[config.mk]
export PLATFORM = sky130hd
export DESIGN_NAME = pipe_stage_reg
export DESIGN_NICKNAME = d
export VERILOG_FILES = /design/src/rtl/pipe_stage_reg.sv
export SDC_FILE = /design/constraint.sdc
export NUM_CORES = 1
export LEC_CHECK = 0
export CORE_ASPECT_RATIO = 1.2
export CORE_MARGIN = 1
export CORE_UTILIZATION = 50
export CTS_CLUSTER_DIAMETER = 120
export DETAILED_ROUTE_END_ITERATION = 7
export HOLD_SLACK_MARGIN = 0.15
export PLACE_DENSITY = 0.87
export SLEW_MARGIN = 15
export SYNTH_ARGS = -nofsm -noshare
export SYNTH_HDL_FRONTEND = slang
export SYNTH_SLANG_ARGS = --single-unit
[constraint.sdc]
create_clock -name clk -period 3 [get_ports clk]
set_clock_uncertainty 0.15 [all_clocks]
set_input_delay 0.9 -clock clk [delete_from_list [all_inputs] [get_ports clk]]
set_output_delay 0.9 -clock clk [all_outputs]
set_load 0.005 [all_outputs]
[src/rtl/pipe_stage_reg.sv]
// pipe_stage_reg: pipeline stage register with valid/ready flow control and a
// two-entry skid buffer (main + skid). Supports flush and zero-bubble outputs.
//
// Ports:
//   clk, reset            clock, synchronous active-high reset
//   flush                 discard all held entries
//   in_valid / in_ready   upstream handshake (in_ready depends on state/reset only)
//   *_in                  payload fields from upstream
//   out_valid / out_ready downstream handshake
//   *_out                 payload fields from the main register
//   occupancy             number of held entries (0..2)
module pipe_stage_reg #(
  parameter int unsigned OP_W        = 14,
  parameter int unsigned DATA_W      = 32,
  parameter int unsigned CTRL_W      = 4,
  parameter int unsigned RD_W        = 5,
  parameter bit          ZERO_BUBBLE = 1'b1
) (
  input  logic              clk,
  input  logic              reset,
  input  logic              flush,
  input  logic              in_valid,
  output logic              in_ready,
  input  logic [OP_W-1:0]   opcode_in,
  input  logic [DATA_W-1:0] rgS1_data_in,
  input  logic [DATA_W-1:0] rgS2_data_in,
  input  logic [CTRL_W-1:0] control_in,
  input  logic [RD_W-1:0]   rgD_index_in,
  output logic              out_valid,
  input  logic              out_ready,
  output logic [OP_W-1:0]   opcode_out,
  output logic [DATA_W-1:0] rgS1_data_out,
  output logic [DATA_W-1:0] rgS2_data_out,
  output logic [CTRL_W-1:0] control_out,
  output logic [RD_W-1:0]   rgD_index_out,
  output logic [1:0]        occupancy
);

  typedef struct packed {
    logic [OP_W-1:0]   opcode;
    logic [DATA_W-1:0] rs1;
    logic [DATA_W-1:0] rs2;
    logic [CTRL_W-1:0] ctrl;
    logic [RD_W-1:0]   rd;
  } payload_t;

  typedef enum logic [1:0] {
    ST_EMPTY = 2'd0,
    ST_BUSY  = 2'd1,
    ST_FULL  = 2'd2
  } state_t;

  state_t   state_q;
  state_t   state_d;
  payload_t main_q;
  payload_t skid_q;
  payload_t main_d;
  payload_t in_pl;
  payload_t vis_pl;
  logic     main_we;
  logic     skid_we;
  logic     accept;
  logic     consume;

  // Pack incoming fields into one payload word.
  always_comb begin
    in_pl        = '0;
    in_pl.opcode = opcode_in;
    in_pl.rs1    = rgS1_data_in;
    in_pl.rs2    = rgS2_data_in;
    in_pl.ctrl   = control_in;
    in_pl.rd     = rgD_index_in;
  end

  // State and payload registers.
  always_ff @(posedge clk) begin
    if (reset) begin
      state_q <= ST_EMPTY;
      main_q  <= '0;
      skid_q  <= '0;
    end else begin
      state_q <= state_d;
      if (main_we) main_q <= main_d;
      if (skid_we) skid_q <= in_pl;
    end
  end

  // Next state and payload load enables; flush overrides any handshake.
  always_comb begin
    state_d = state_q;
    main_we = 1'b0;
    skid_we = 1'b0;
    main_d  = in_pl;
    accept  = in_valid & in_ready;
    consume = out_valid & out_ready;
    if (flush) begin
      state_d = ST_EMPTY;
    end else begin
      case (state_q)
        ST_EMPTY: begin
          if (accept) begin
            state_d = ST_BUSY;
            main_we = 1'b1;
          end
        end
        ST_BUSY: begin
          if (accept && consume) begin
            main_we = 1'b1;
          end else if (accept) begin
            state_d = ST_FULL;
            skid_we = 1'b1;
          end else if (consume) begin
            state_d = ST_EMPTY;
          end
        end
        ST_FULL: begin
          // Skid entry moves up to main; in_ready is low so nothing new arrives.
          if (consume) begin
            state_d = ST_BUSY;
            main_we = 1'b1;
            main_d  = skid_q;
          end
        end
        default: state_d = ST_EMPTY;
      endcase
    end
  end

  // Outputs: handshake flags from state only, payload optionally zeroed when idle.
  always_comb begin
    in_ready  = ~reset & (state_q != ST_FULL);
    out_valid = (state_q != ST_EMPTY);
    case (state_q)
      ST_BUSY: occupancy = 2'd1;
      ST_FULL: occupancy = 2'd2;
      default: occupancy = 2'd0;
    endcase
    vis_pl = main_q;
    if (ZERO_BUBBLE && !out_valid) vis_pl = '0;
    opcode_out    = vis_pl.opcode;
    rgS1_data_out = vis_pl.rs1;
    rgS2_data_out = vis_pl.rs2;
    control_out   = vis_pl.ctrl;
    rgD_index_out = vis_pl.rd;
  end

endmodule

==> impl_metrics.yaml <==
layout:
  final_cells: 1270
  fillers: 1200
  finish.utilization_pct: 69.1
  nNetsFinal: 1141
  drive_gt1_share_pct: 15.4
  n_antenna_cell: 0
  area_growth_pct: 35.1
detailed_routing:
  drtAntennaViolNets: 0
  dr.pass1.iters: 4
  met1Wirelength_um: 8030
  top_layer: "met4"
  met3_wirelength_um: 841
  route.detailed.wl_per_inst_um: 15.2
  via_per_inst: 5.30
  route.vias.total: 6729
  drt_iter0_drc: 395
  wirelength_um: 19400
  remaining_drc_errors: 0
  wl_met2_um: 10000
global_routing:
  grt-ovfl-total: 0
  grt.total_usage_pct: 23.5
  grt_pass1_wl_um: 31100
  grt_pass1_vias: 6633
  antenna_found_initial: 0
  grt_start_max_net_pins: 66
timing:
  worst_slew_pin_slew_ns: 0.827
  maxSlewViolCount: 0
  period_share_pct: 98.8
  max_freq_ghz: 0.337
  period_needed_ns: 2.96
  final-hold-violation-count: 0
  hold_ws_ns: 0.302
  setup-violations-final: 0
  rsz0062_at_grt: "yes"
  relSlewSlack_pct: 44.9
synth:
  synth.most_common_cell: "dfxtp_1"
  synth-simple-area-share_pct: 20.4
  synth_top_area_share_pct: 44.1
  synthTopCellsByArea: "dfxtp_1, a211oi_2, mux2i_1"
  yosys_warnings: 0
  yosysUniqueCellTypes: 26
  netlist_area_sq_mm: 0.00799
  netlist_instances: 883
  synthFlopType: "dfxtp_1"
  synth_fa_ha_area_share_pct: 0
  synthArstFlopShare_pct: 0
  synth_xor_area_share_pct: 0
  ys_seq_area_share_pct: 44.1
  synth.mux.area_fraction_pct: 11.0
  avgSynthCellArea_sq_um: 9.05
  synth_edf_count: 0
  ys_ff_latch: 176
  synth_top_area_cell: "dfxtp_1"
  synth_common_cells: "dfxtp_1, nand2_1, a21oi_1, nor2_1, mux2i_1"
  synth-compound-area-share_pct: 19.1
  synth_top_family_by_area: "simple AND/OR/NAND/NOR gates"
  synth_nets: 975
worst_setup_path:
  crit_arrival_ns: 1.91
  critical_path_class: "reg -> out"
  crit_fanout: 17
  worstPathRequired_ns: 1.95
  crit_path_end_kind: "primary output"
  cp-start-kind: "register"
die:
  die_area_sq_mm: 0.0165
  num_rows: 50
  die_h_um: 141
  core_area_sq_mm: 0.0156
  fp.dieW_um: 117
  start_util_pct: 51.1
  io_pins: 183
placement:
  io_buffer_count: 182
  post-dp-hpwl_um: 12800
  dpl.cell_count: 1236
  place_congestion: 0.754
cts:
  cts_sinks: 176
  clkTransAtPathRegs_ns: 0.06
  root_buffer: "clkbuf_16"
  insertion_delay_ns: 0.42
  cts_buffers: 17
  post_cts_buffers: 0
  cts_tree: "done"
  clk_path_buf_depth: 2
  holdBufCountCts: 0
  cts_max_level: 4
worst_hold_path:
  hold_path.class: "reg -> reg"
flow_run:
  cap_viol_max_count: 0
pwr:
  ir_worst_vdd_mv: 0.406
  p_total_uw: 5200
  p_leak_uw: 0.00370
  power_density_mw_per_mm2: 481
run_status:
  outcome: "finished, final reports clean"
sequential cells by signal, indices dropped and copies added (netlist names):
name,cells
skid_q,87
main_q,87
state_q,2
cell families after synthesis:
kind of cell | Yosys count
flops | 176
simple gates | 362
compound gates | 178
buf+inv | 79
mux | 88
layout make-up:
cell class / instances / area [sq um] / area share [%]
timing repair buffer: 226 / 2390 / 22.1
clock buffer: 20 / 467 / 4.32
clock inverter: 12 / 108 / 0.996
tap: 208 / 260 / 2.41
sequential: 176 / 3530 / 32.7
multi-input combinational: 628 / 4050 / 37.5
layout by cell type (no fill, tap or decap), types with 2 or more instances in the layout:
master,count
clkbuf_8,3
dlymetal6s2s_1,9
inv_6,2
nand2_1,174
dfxtp_1,174
buf_12,14
buf_4,27
clkinv_2,4
clkinvlp_4,3
a211oi_2,80
and2_1,87
clkinv_4,2
clkdlybuf4s50_1,172
nor2_1,89
a211oi_1,7
mux2i_1,88
buf_6,2
a21oi_1,89
clkbuf_16,18
worst paths after layout:
| path | from | end | slack (ns) | cells past startpoint |
|---|---|---|---|---|
| hold / removal | skid_q[18] | skid_q[18] | 0.30 | 2 |
| setup / recovery | state_q[0] | rgS1_data_out[29] | 0.04 | 4 |
| setup reg to reg | state_q[0] | main_q[50] | 0.89 | 6 |
| hold reg to reg | skid_q[18] | skid_q[18] | 0.30 | 2 |
through the flow:
| stage | setup WS [ns] | area [sq um] | TNS, ns |
|---|---|---|---|
| 6_report | 0.0356 | 10800 | 0 |
| 3_5_place_dp | -0.103 | 10100 | -2.25 |
| 4_1_cts | 0.00183 | 10800 | 0 |
| 2_1_floorplan | 0.264 | 7990 | 0 |
| 3_3_place_gp | 0.0134 | 10100 | 0 |
| 5_1_grt | -0.0153 | 10800 | -0.201 |
critical path, stage by stage (launching register included):
cell and delay [ns]:
dfxtp_2 0.35, or2_4 0.32, clkbuf_16 0.20, and2_1 0.18, clkdlybuf4s50_1 0.45
per-layer routing:
metal / GRT usage [%] / vias to the layer above
met4: 11.0 / 0
li1: - / 3311
met2: 42.9 / 195
met1: 26.4 / 3189
met3: 4.23 / 34
met5: 0 / -
report_power, final:
group	switching, uW	total, uW	internal [uW]
sequential	43.7	2470	2420
combinational	299	621	322
clock	903	2110	1210
total	1250	5200	3960
what timing repair did:
item	4_1_cts	5_1_grt
setup endpoints to repair	87	37
resized for setup	5	10
pin swaps	0	0
gates cloned	1	1
Note: power is estimated with default switching activity, not from simulation.
